### src/rtl/axi_lib_pkg.sv
// Shared AXI definitions: response codes and the AXI4-Lite master state encoding.
package axi_lib_pkg;

   localparam logic [1:0] AXI4_RESP_OKAY   = 2'b00;
   localparam logic [1:0] AXI4_RESP_EXOKAY = 2'b01;
   localparam logic [1:0] AXI4_RESP_SLVERR = 2'b10;
   localparam logic [1:0] AXI4_RESP_DECERR = 2'b11;

   typedef enum logic [2:0] {
      ST_IDLE,
      ST_WR,
      ST_WR_RESP,
      ST_RD_ADDR,
      ST_RD_DATA,
      ST_RSP
   } st_axi_lite_master_t;

endpackage

### src/rtl/ifc_axi4_lite.sv
// AXI4-Lite bus bundle with master and slave views.
interface ifc_axi4_lite #(
   parameter int ADDR_WIDTH = 32,
   parameter int DATA_WIDTH = 32
);
   logic [ADDR_WIDTH-1:0]   awaddr;
   logic [2:0]              awprot;
   logic                    awvalid;
   logic                    awready;
   logic [DATA_WIDTH-1:0]   wdata;
   logic [DATA_WIDTH/8-1:0] wstrb;
   logic                    wvalid;
   logic                    wready;
   logic [1:0]              bresp;
   logic                    bvalid;
   logic                    bready;
   logic [ADDR_WIDTH-1:0]   araddr;
   logic [2:0]              arprot;
   logic                    arvalid;
   logic                    arready;
   logic [DATA_WIDTH-1:0]   rdata;
   logic [1:0]              rresp;
   logic                    rvalid;
   logic                    rready;

   modport master (
      output awaddr, awprot, awvalid, input awready,
      output wdata, wstrb, wvalid, input wready,
      input bresp, bvalid, output bready,
      output araddr, arprot, arvalid, input arready,
      input rdata, rresp, rvalid, output rready
   );

   modport slave (
      input awaddr, awprot, awvalid, output awready,
      input wdata, wstrb, wvalid, output wready,
      output bresp, bvalid, input bready,
      input araddr, arprot, arvalid, output arready,
      output rdata, rresp, rvalid, input rready
   );
endinterface

### src/rtl/axi4_lite_master_watchdog.sv
// Saturating cycle counter with a sticky flag raised when the count reaches LIMIT.
module axi4_lite_master_watchdog #(
   parameter int unsigned LIMIT = 1024
) (
   input  logic clk,
   input  logic rst_n,
   input  logic clear,
   input  logic enable,
   output logic flag
);
   localparam int CW = $clog2(LIMIT + 1);
   localparam logic [CW-1:0] LIMIT_C = CW'(LIMIT);

   logic [CW-1:0] count;
   logic [CW-1:0] count_next;

   always_comb begin
      count_next = count;
      if (clear)
         count_next = '0;
      else if (enable && (count != LIMIT_C))
         count_next = count + 1'b1;
   end

   // The flag follows the next count so it rises in the same cycle the limit is hit.
   always_ff @(posedge clk or negedge rst_n) begin
      if (!rst_n) begin
         count <= '0;
         flag  <= 1'b0;
      end else begin
         count <= count_next;
         flag  <= flag | (count_next == LIMIT_C);
      end
   end
endmodule

### src/rtl/axi4_lite_reg_master.sv
// Single-outstanding AXI4-Lite master driven by a valid/ready command/response port.
// Optional watchdog enabled by defining AXI4_LITE_REG_MASTER_TIMEOUT_EN.
module axi4_lite_reg_master
   import axi_lib_pkg::*;
#(
   parameter int ADDR_WIDTH     = 32,
   parameter int AXI_DATA_WIDTH = 32,
   parameter int TIMEOUT_CYCLES = 1024
) (
   input  logic                        clk,
   input  logic                        rst_n,
   ifc_axi4_lite.master                if_axi,
   input  logic                        cmd_valid,
   output logic                        cmd_ready,
   input  logic                        cmd_write,
   input  logic [ADDR_WIDTH-1:0]       cmd_addr,
   input  logic [AXI_DATA_WIDTH-1:0]   cmd_wdata,
   input  logic [AXI_DATA_WIDTH/8-1:0] cmd_wstrb,
   output logic                        rsp_valid,
   input  logic                        rsp_ready,
   output logic [AXI_DATA_WIDTH-1:0]   rsp_rdata,
   output logic [1:0]                  rsp_resp,
   output logic                        o_timeout
);
   localparam int STRB_WIDTH = AXI_DATA_WIDTH / 8;

   if (TIMEOUT_CYCLES < 2) begin : g_bad_timeout
      $error("TIMEOUT_CYCLES must be at least 2");
   end

   st_axi_lite_master_t         state;
   logic [ADDR_WIDTH-1:0]       addr_q;
   logic [AXI_DATA_WIDTH-1:0]   wdata_q;
   logic [STRB_WIDTH-1:0]       wstrb_q;
   logic                        aw_done;
   logic                        w_done;
   logic                        awvalid_q;
   logic                        wvalid_q;
   logic                        arvalid_q;
   logic                        bready_q;
   logic                        rready_q;
   logic                        rsp_valid_q;
   logic [AXI_DATA_WIDTH-1:0]   rsp_rdata_q;
   logic [1:0]                  rsp_resp_q;
   logic                        aw_fin;
   logic                        w_fin;

   assign cmd_ready = (state == ST_IDLE) & rst_n;

   // A channel counts as finished if it already handshook or is handshaking now.
   assign aw_fin = aw_done | (awvalid_q & if_axi.awready);
   assign w_fin  = w_done  | (wvalid_q  & if_axi.wready);

   // Main transaction FSM; every AXI valid/ready and response output is a register.
   always_ff @(posedge clk or negedge rst_n) begin
      if (!rst_n) begin
         state       <= ST_IDLE;
         addr_q      <= '0;
         wdata_q     <= '0;
         wstrb_q     <= '0;
         aw_done     <= 1'b0;
         w_done      <= 1'b0;
         awvalid_q   <= 1'b0;
         wvalid_q    <= 1'b0;
         arvalid_q   <= 1'b0;
         bready_q    <= 1'b0;
         rready_q    <= 1'b0;
         rsp_valid_q <= 1'b0;
         rsp_rdata_q <= '0;
         rsp_resp_q  <= AXI4_RESP_OKAY;
      end else begin
         unique case (state)
            ST_IDLE: begin
               if (cmd_valid) begin
                  addr_q  <= cmd_addr;
                  wdata_q <= cmd_wdata;
                  wstrb_q <= cmd_wstrb;
                  if (cmd_write) begin
                     state     <= ST_WR;
                     awvalid_q <= 1'b1;
                     wvalid_q  <= 1'b1;
                     aw_done   <= 1'b0;
                     w_done    <= 1'b0;
                  end else begin
                     state     <= ST_RD_ADDR;
                     arvalid_q <= 1'b1;
                  end
               end
            end
            ST_WR: begin
               if (awvalid_q && if_axi.awready) begin
                  awvalid_q <= 1'b0;
                  aw_done   <= 1'b1;
               end
               if (wvalid_q && if_axi.wready) begin
                  wvalid_q <= 1'b0;
                  w_done   <= 1'b1;
               end
               if (aw_fin && w_fin) begin
                  state    <= ST_WR_RESP;
                  bready_q <= 1'b1;
               end
            end
            ST_WR_RESP: begin
               if (if_axi.bvalid) begin
                  bready_q    <= 1'b0;
                  rsp_resp_q  <= if_axi.bresp;
                  rsp_rdata_q <= '0;
                  rsp_valid_q <= 1'b1;
                  state       <= ST_RSP;
               end
            end
            ST_RD_ADDR: begin
               if (if_axi.arready) begin
                  arvalid_q <= 1'b0;
                  rready_q  <= 1'b1;
                  state     <= ST_RD_DATA;
               end
            end
            ST_RD_DATA: begin
               if (if_axi.rvalid) begin
                  rready_q    <= 1'b0;
                  rsp_rdata_q <= if_axi.rdata;
                  rsp_resp_q  <= if_axi.rresp;
                  rsp_valid_q <= 1'b1;
                  state       <= ST_RSP;
               end
            end
            ST_RSP: begin
               if (rsp_ready) begin
                  rsp_valid_q <= 1'b0;
                  state       <= ST_IDLE;
               end
            end
            default: state <= ST_IDLE;
         endcase
      end
   end

   assign if_axi.awaddr  = addr_q;
   assign if_axi.awprot  = 3'b000;
   assign if_axi.awvalid = awvalid_q;
   assign if_axi.wdata   = wdata_q;
   assign if_axi.wstrb   = wstrb_q;
   assign if_axi.wvalid  = wvalid_q;
   assign if_axi.bready  = bready_q;
   assign if_axi.araddr  = addr_q;
   assign if_axi.arprot  = 3'b000;
   assign if_axi.arvalid = arvalid_q;
   assign if_axi.rready  = rready_q;

   assign rsp_valid = rsp_valid_q;
   assign rsp_rdata = rsp_rdata_q;
   assign rsp_resp  = rsp_resp_q;

`ifdef AXI4_LITE_REG_MASTER_TIMEOUT_EN
   logic wd_clear;
   logic wd_enable;

   assign wd_clear  = (state == ST_IDLE) & cmd_valid;
   assign wd_enable = (state != ST_IDLE) & (state != ST_RSP);

   axi4_lite_master_watchdog #(
      .LIMIT (TIMEOUT_CYCLES)
   ) u_watchdog (
      .clk    (clk),
      .rst_n  (rst_n),
      .clear  (wd_clear),
      .enable (wd_enable),
      .flag   (o_timeout)
   );
`else
   assign o_timeout = 1'b0;
`endif
endmodule
### src/flat_wrapper.sv
// flat-port wrapper written by rule: the top's interface ports become plain ports
module axi4_lite_reg_master_flat import axi_lib_pkg::*;
#(
   parameter int ADDR_WIDTH     = 32,
   parameter int AXI_DATA_WIDTH = 32,
   parameter int TIMEOUT_CYCLES = 1024
)
  (clk, rst_n, cmd_valid, cmd_ready, cmd_write, cmd_addr, cmd_wdata, cmd_wstrb, rsp_valid, rsp_ready, rsp_rdata, rsp_resp, o_timeout, if_axi_awaddr, if_axi_awprot, if_axi_awvalid, if_axi_awready, if_axi_wdata, if_axi_wstrb, if_axi_wvalid, if_axi_wready, if_axi_bresp, if_axi_bvalid, if_axi_bready, if_axi_araddr, if_axi_arprot, if_axi_arvalid, if_axi_arready, if_axi_rdata, if_axi_rresp, if_axi_rvalid, if_axi_rready);
  ifc_axi4_lite #(.ADDR_WIDTH(ADDR_WIDTH)) if_axi_i ();
  input  logic clk;
  input  logic rst_n;
  input  logic cmd_valid;
  output logic cmd_ready;
  input  logic cmd_write;
  input  logic [ADDR_WIDTH-1:0] cmd_addr;
  input  logic [AXI_DATA_WIDTH-1:0] cmd_wdata;
  input  logic [AXI_DATA_WIDTH/8-1:0] cmd_wstrb;
  output logic rsp_valid;
  input  logic rsp_ready;
  output logic [AXI_DATA_WIDTH-1:0] rsp_rdata;
  output logic [1:0] rsp_resp;
  output logic o_timeout;
  output wire logic [$bits(if_axi_i.awaddr)-1:0] if_axi_awaddr;
  output wire logic [$bits(if_axi_i.awprot)-1:0] if_axi_awprot;
  output wire logic [$bits(if_axi_i.awvalid)-1:0] if_axi_awvalid;
  input wire logic [$bits(if_axi_i.awready)-1:0] if_axi_awready;
  output wire logic [$bits(if_axi_i.wdata)-1:0] if_axi_wdata;
  output wire logic [$bits(if_axi_i.wstrb)-1:0] if_axi_wstrb;
  output wire logic [$bits(if_axi_i.wvalid)-1:0] if_axi_wvalid;
  input wire logic [$bits(if_axi_i.wready)-1:0] if_axi_wready;
  input wire logic [$bits(if_axi_i.bresp)-1:0] if_axi_bresp;
  input wire logic [$bits(if_axi_i.bvalid)-1:0] if_axi_bvalid;
  output wire logic [$bits(if_axi_i.bready)-1:0] if_axi_bready;
  output wire logic [$bits(if_axi_i.araddr)-1:0] if_axi_araddr;
  output wire logic [$bits(if_axi_i.arprot)-1:0] if_axi_arprot;
  output wire logic [$bits(if_axi_i.arvalid)-1:0] if_axi_arvalid;
  input wire logic [$bits(if_axi_i.arready)-1:0] if_axi_arready;
  input wire logic [$bits(if_axi_i.rdata)-1:0] if_axi_rdata;
  input wire logic [$bits(if_axi_i.rresp)-1:0] if_axi_rresp;
  input wire logic [$bits(if_axi_i.rvalid)-1:0] if_axi_rvalid;
  output wire logic [$bits(if_axi_i.rready)-1:0] if_axi_rready;
  assign if_axi_awaddr = if_axi_i.awaddr;
  assign if_axi_awprot = if_axi_i.awprot;
  assign if_axi_awvalid = if_axi_i.awvalid;
  assign if_axi_i.awready = if_axi_awready;
  assign if_axi_wdata = if_axi_i.wdata;
  assign if_axi_wstrb = if_axi_i.wstrb;
  assign if_axi_wvalid = if_axi_i.wvalid;
  assign if_axi_i.wready = if_axi_wready;
  assign if_axi_i.bresp = if_axi_bresp;
  assign if_axi_i.bvalid = if_axi_bvalid;
  assign if_axi_bready = if_axi_i.bready;
  assign if_axi_araddr = if_axi_i.araddr;
  assign if_axi_arprot = if_axi_i.arprot;
  assign if_axi_arvalid = if_axi_i.arvalid;
  assign if_axi_i.arready = if_axi_arready;
  assign if_axi_i.rdata = if_axi_rdata;
  assign if_axi_i.rresp = if_axi_rresp;
  assign if_axi_i.rvalid = if_axi_rvalid;
  assign if_axi_rready = if_axi_i.rready;
  axi4_lite_reg_master #(.ADDR_WIDTH(ADDR_WIDTH), .AXI_DATA_WIDTH(AXI_DATA_WIDTH), .TIMEOUT_CYCLES(TIMEOUT_CYCLES)) u_core (.clk(clk), .rst_n(rst_n), .if_axi(if_axi_i), .cmd_valid(cmd_valid), .cmd_ready(cmd_ready), .cmd_write(cmd_write), .cmd_addr(cmd_addr), .cmd_wdata(cmd_wdata), .cmd_wstrb(cmd_wstrb), .rsp_valid(rsp_valid), .rsp_ready(rsp_ready), .rsp_rdata(rsp_rdata), .rsp_resp(rsp_resp), .o_timeout(o_timeout));
endmodule
### config.mk
export PLATFORM = sky130hd
export DESIGN_NAME = axi4_lite_reg_master_flat
export DESIGN_NICKNAME = d
export VERILOG_FILES = /design/src/rtl/axi_lib_pkg.sv /design/src/rtl/ifc_axi4_lite.sv /design/src/rtl/axi4_lite_master_watchdog.sv /design/src/rtl/axi4_lite_reg_master.sv /design/src/flat_wrapper.sv
export SDC_FILE = /design/constraint.sdc
export NUM_CORES = 1
export LEC_CHECK = 0
export BUFFER_PORTS_ARGS = -buffer_cell sky130_fd_sc_hd__buf_2
export CAP_MARGIN = 10
export CORE_ASPECT_RATIO = 0.7
export CORE_UTILIZATION = 40
export DETAILED_ROUTE_END_ITERATION = 8
export GPL_TIMING_DRIVEN = 0
export HOLD_SLACK_MARGIN = 0.12
export PLACE_DENSITY = 0.8
export SYNTH_ARGS = -nofsm -noshare
export SYNTH_HDL_FRONTEND = slang
export SYNTH_HIERARCHICAL = 1
export SYNTH_SLANG_ARGS = --single-unit
### constraint.sdc
create_clock -name clk -period 1.8 [get_ports clk]
set_input_delay 0.36 -clock clk [delete_from_list [all_inputs] [get_ports clk]]
set_output_delay 0.36 -clock clk [all_outputs]
set_load 0.03 [all_outputs]
# [Word level (Yosys, flattened, before mapping)]
# Index checks and enable logic that the tools add are counted.
[totals] ff_bits=113 input_bits=114 output_inout_bits=148 elab_cells=93
[classes] n_eq_ne=15 mux=40 n_bitwise=5 n_reduce_logical=19
[op_table] cell="32-bit two-way mux" n=2
[op_table] cell="32-bit case mux with 2 select lines" n=1
[op_table] cell="1-bit two-way mux" n=18
[op_table] cell="3-bit two-way mux" n=6
[op_table] cell="3-bit case mux with 6 select lines" n=1
[op_table] cell="4-bit AND reduction" n=4
[op_table] cell="2-bit != test (second input constant)" n=7
[op_table] cell="1-bit case mux with 2 select lines" n=7
[op_table] cell="2-bit nonzero test" n=5
[op_table] cell="3-bit AND reduction" n=3
[op_table] cell="3-bit by 2-bit equality test with 1-bit output (second input constant)" n=2
[op_table] cell="3-bit equality test (second input constant)" n=2
[op_table] cell="2-bit two-way mux" n=3
[op_table] cell="2-bit by 1-bit != test with 1-bit output (second input constant)" n=3
[op_table] cell="6-bit AND reduction" n=1
[op_table] cell="2-bit case mux with 2 select lines" n=1
[op_table] cell="1-bit AND" n=3
[op_table] cell="3-bit by 1-bit equality test with 1-bit output (second input constant)" n=1
[op_table] cell="1-bit logical AND" n=3
[op_table] cell="3-bit logical NOT" n=1
[op_table] cell="1-bit case mux with 3 select lines" n=1
[op_table] cell="3-bit nonzero test" n=1
[op_table] cell="1-bit OR" n=2
[op_table] cell="2-bit AND reduction" n=1

# [Logic depth before layout (Yosys ltp)]
[logic_depth] ltp_word=5 depth_mapped=6 ltp_nobuf=3

# [Worst setup path before layout]
# Ideal clock, no wire load.
[synth_path] path_type="register to register" startpoint="register u_core.state[2]" endpoint="register u_core.addr_q[0], in the netlist u_core/if_axi.araddr[0]" setup_ns=0.127 t_arrival_ns=1.487 required_ns=1.673 setup_slack_ns=0.186 path_stages_with_launch=6 n_path_buf=3 synth_period_minus_slack_ns=1.614 cell_sequence="dfrtp_1 -> buf_2 -> nor4b_4 -> buf_4 -> buf_6 -> mux2_1"
[synth_via] elab_chain_cells=2
[synth_lines] item="start, declared" line_no="axi4_lite_reg_master.sv:31" source="st_axi_lite_master_t state;"
[synth_lines] item="start signal, assigned" line_no="axi4_lite_reg_master.sv:57" source="state <= ST_IDLE;"
[synth_lines] item="start signal, assigned" line_no="axi4_lite_reg_master.sv:79" source="state <= ST_WR;"
[synth_lines] item="start signal, assigned" line_no="axi4_lite_reg_master.sv:85" source="state <= ST_RD_ADDR;"
[synth_lines] item="3-bit logical NOT" line_no="axi4_lite_reg_master.sv:72" source="unique case (state)"
[synth_lines] item="2-bit AND reduction (no line)"
[synth_lines] item="end signal, assigned" line_no="axi4_lite_reg_master.sv:75" source="addr_q <= cmd_addr;"
[synth_lines] item="end, declared" line_no="axi4_lite_reg_master.sv:32" source="logic [ADDR_WIDTH-1:0] addr_q;"
# No other way between the ends.
# A chain may end at the register's enable or synchronous reset.

# [Worst setup path in the final report]
[layout_path] startpoint="register u_core.state[1]" endpoint="output cmd_ready"
[layout_via] elab_chain_cells=2
[layout_lines] item="3-bit logical NOT" line_no="axi4_lite_reg_master.sv:48" source="assign cmd_ready = (state == ST_IDLE) & rst_n;"
[layout_lines] item="1-bit AND" line_no="axi4_lite_reg_master.sv:48"
[layout_lines] item="end, declared" line_no="flat_wrapper.sv:13" source="output logic cmd_ready;"
# No other way between the ends.

==> impl_metrics.tcl <==
set metrics [dict create \
    wl_mm 12.91 \
    io_buffers 254 \
    gp_congestion 0.8888 \
    die_height_um 92.60 \
    grt_pass1_vias 3928 \
    area_growth_pct 49.05 \
    synth_area_mm2 0.004691 \
    die_w_um 131.4 \
    syn_area_per_cell_um2 14.04 \
    grt_util_all_layers_pct 22.16 \
    worst_clock_skew_ns 0.005927 \
    dr.pass1.iters 5 \
    failed_checks "hold timing" \
    tightest_slew_ns 0.5060 \
    num_vias 3760 \
    root_buffer "clkbuf_16" \
    max-slew-margin-rel_pct 66.27 \
    post-route-cell-area_mm2 0.006992 \
    grt_remaining_overflow 0 \
    cts_sinks 113 \
    fin_cells 786 \
    clk_pin_slew_worst_paths_ns 0.05 \
    layout_setup_ws_ns 0.06053 \
    die-area_mm2 0.01217 \
    outcome "finished, violations left" \
    dp_worst_setup_slack_ns -0.1138 \
    grt_start_max_net_pins 63 \
    routed_via_density 4.784 \
    crit_path_end_kind "output port" \
    htree_num_levels 4 \
    cts_tree "done" \
    hpwl_mm 9.566 \
    diodes 0 \
    comb_power_share_pct 48.3 \
    cts_made_buffers 17 \
    ys_seq_area_share_pct 60.28 \
    wire_per_inst_um 16.42 \
    ioPinCount 262 \
    synthTopCellsByArea "dfrtp_1 (60%), mux2_2 (13%), buf_4 (6.4%)" \
    fillers 898 \
    clk_path_buf_depth 2 \
    hold_slack_ns -0.09796 \
    syn_inst 334 \
    core_area_mm2 0.01121 \
    drive_gt1_share_pct 64.30 \
    max_cap_violations 0 \
    start_kind "flip-flop" \
    slew_violations 0 \
    drcViolationCount 0 \
    final.setup.tns_ns 0 \
    power.total_mw 15.94 \
    synth_top_area_cell "dfrtp_1" \
    antenna_found_initial 0 \
    finalCritPeriodShare_pct 96.64 \
    powerDensity_mw_per_mm2 2280 \
    dpl_cell_area_mm2 0.006206 \
    ys_warn_count 6 \
    crit_arrival_ns 1.38 \
    path_class "reg -> out" \
    min_path_type "in -> async" \
    synth_top_area_share_pct 60.28 \
    p_int_mw 9.277 \
    p_sw_mw 6.662 \
    ant_nets 0 \
    dp_cells 748 \
    crit_fanout 5 \
    pwr-share-clk_pct 23.9 \
    critPathRequiredTime_ns 1.44 \
    max_freq_mhz 574.9 \
    pwr-share-seq_pct 27.7 \
    p_leak_nw 3.628 \
    ys_types 31 \
    insertion_delay_ns 0.40 \
    final_util_pct 62.37 \
    vdd_drop_max_mv 1.048 \
    period_needed_ns 1.739 \
    ys_ff_latch 113 \
    switching_share_pct 41.80 \
    drt_iter0_drc 104 \
    setup_viol 0 \
    hold_violations 51 \
    initial_core_util_pct 41.84 \
    grt_pass1_wl_mm 20.61 \
    row_count 32 \
    finalNetCount 735 \
]
final cells by class:
class,count,area (um^2),share of cell area (%)
tap,153,191.4,2.738
clock buffer,21,470.5,6.729
buffer,59,439.2,6.281
multi-input combinational,166,1485,21.24
sequential,113,2829,40.46
clock inverter,10,205.2,2.935
inverter,2,10.01,0.1432
timing repair buffer,262,1361,19.47
critical path, stage by stage (launching register included):
cell and delay, ns:
dfrtp_1 0.43, buf_6 0.16, nor2_4 0.08, and3_4 0.19, buf_6 0.13
synthesized netlist by cell type, drive strengths merged:
cell,count
nor3b,2
clkbuf,2
nor2,5
inv,2
nor2b,2
dfrtp,113
o31a,1
o21ai,5
a32oi,1
a21oi,6
nand2b,1
nand4bb,1
buf,57
nor4b,1
a2bb2oi,2
o2bb2ai,3
nor4,1
a21o,2
mux2,73
and3,3
nand3b,3
nand2,8
conb,1
nor3,1
a22o,32
a211oi,1
mux2i,1
a31oi,4
worst paths after layout:
| check | startpoint | endpoint | slack, ns | depth (start not counted) |
|---|---|---|---|---|
| max in group asynchronous | rst_n | u_core/if_axi.araddr[22] | 1.23 | 2 |
| worst min register to register | u_core/rsp_rdata[12] | u_core/rsp_rdata[12] | 0.50 | 1 |
| worst max register to register | u_core/state[1] | u_core/rsp_rdata[4] | 0.11 | 6 |
| min in group clk | if_axi_rdata[15] | u_core/rsp_rdata[15] | 0.18 | 2 |
| worst min-delay path | rst_n | u_core/if_axi.wvalid | -0.1 | 1 |
| worst max-delay path | u_core/state[1] | cmd_ready | 0.06 | 4 |
power by group through the flow:
stage	clock [mW]	combinational, mW	sequential [mW]
CTS	3.90	7.67	4.42
floorplan	0	3.14	6.52
detailed placement	0	7.51	4.43
finish	3.82	7.70	4.42
global route	4.01	8.08	4.59
global placement	0	7.35	4.35
what timing repair did:
| action | in CTS | in global routing |
|---|---|---|
| pin swaps | 2 | 1 |
| setup endpoints to repair | 22 | 16 |
| gates cloned | 0 | 1 |
| resized for setup | 13 | 7 |
| hold endpoints to repair | 51 | 51 |
| buffers inserted | 3 | 3 |
flip-flops by register name, indices dropped and copies added, names as in the netlist:
signal / flops
u_core/if_axi.awvalid: 1
u_core/if_axi.wstrb: 4
u_core/rsp_rdata: 32
u_core/if_axi.bready: 1
u_core/w_done: 1
u_core/if_axi.araddr: 32
u_core/if_axi.wdata: 32
u_core/rsp_resp: 2
u_core/aw_done: 1
u_core/if_axi.arvalid: 1
u_core/state: 3
u_core/rsp_valid: 1
u_core/if_axi.rready: 1
u_core/if_axi.wvalid: 1
cells in the final DEF, fill, tap and decap left out, types with 2 or more instances in the layout:
| cell | n |
|---|---|
| a21o_1 | 2 |
| a21oi_1 | 6 |
| a22o_1 | 32 |
| a2bb2oi_1 | 2 |
| a31oi_1 | 4 |
| and3_1 | 2 |
| buf_2 | 265 |
| buf_4 | 46 |
| buf_6 | 3 |
| buf_8 | 4 |
| bufinv_16 | 6 |
| clkbuf_1 | 3 |
| clkbuf_16 | 17 |
| clkbuf_8 | 3 |
| clkinv_2 | 2 |
| clkinvlp_4 | 2 |
| conb_1 | 7 |
| dfrtp_1 | 112 |
| mux2_1 | 20 |
| mux2_2 | 53 |
| nand2_1 | 8 |
| nand3b_1 | 3 |
| nor2_1 | 4 |
| nor2b_1 | 2 |
| nor3b_1 | 2 |
| o21ai_0 | 5 |
| o2bb2ai_1 | 3 |
routing by layer:
metal  wire, um  vias to the layer above  part of all wire [%]  global-route usage, %
li1           -                     1725                     -                      -
met1       5069                     1838                    39                  25.49
met2       6677                      173                    52                  38.93
met3        862                       24                   6.7                  5.528
met4        299                        0                   2.3                  10.76
met5          0                        -                     0                      0
kinds of logic (layout without fill, tap and decap cells):
kind of cell    after synthesis  after routing  share of synthesized area (%)
simple gates                 28             28                          3.628
compound gates               57             57                          9.469
other cells                   1              7                        0.07994
flops                       113            113                          60.28
mux                          74             74                          17.74
buf+inv                      61            354                          8.802
No activity file was read; power rests on OpenSTA's default activity.
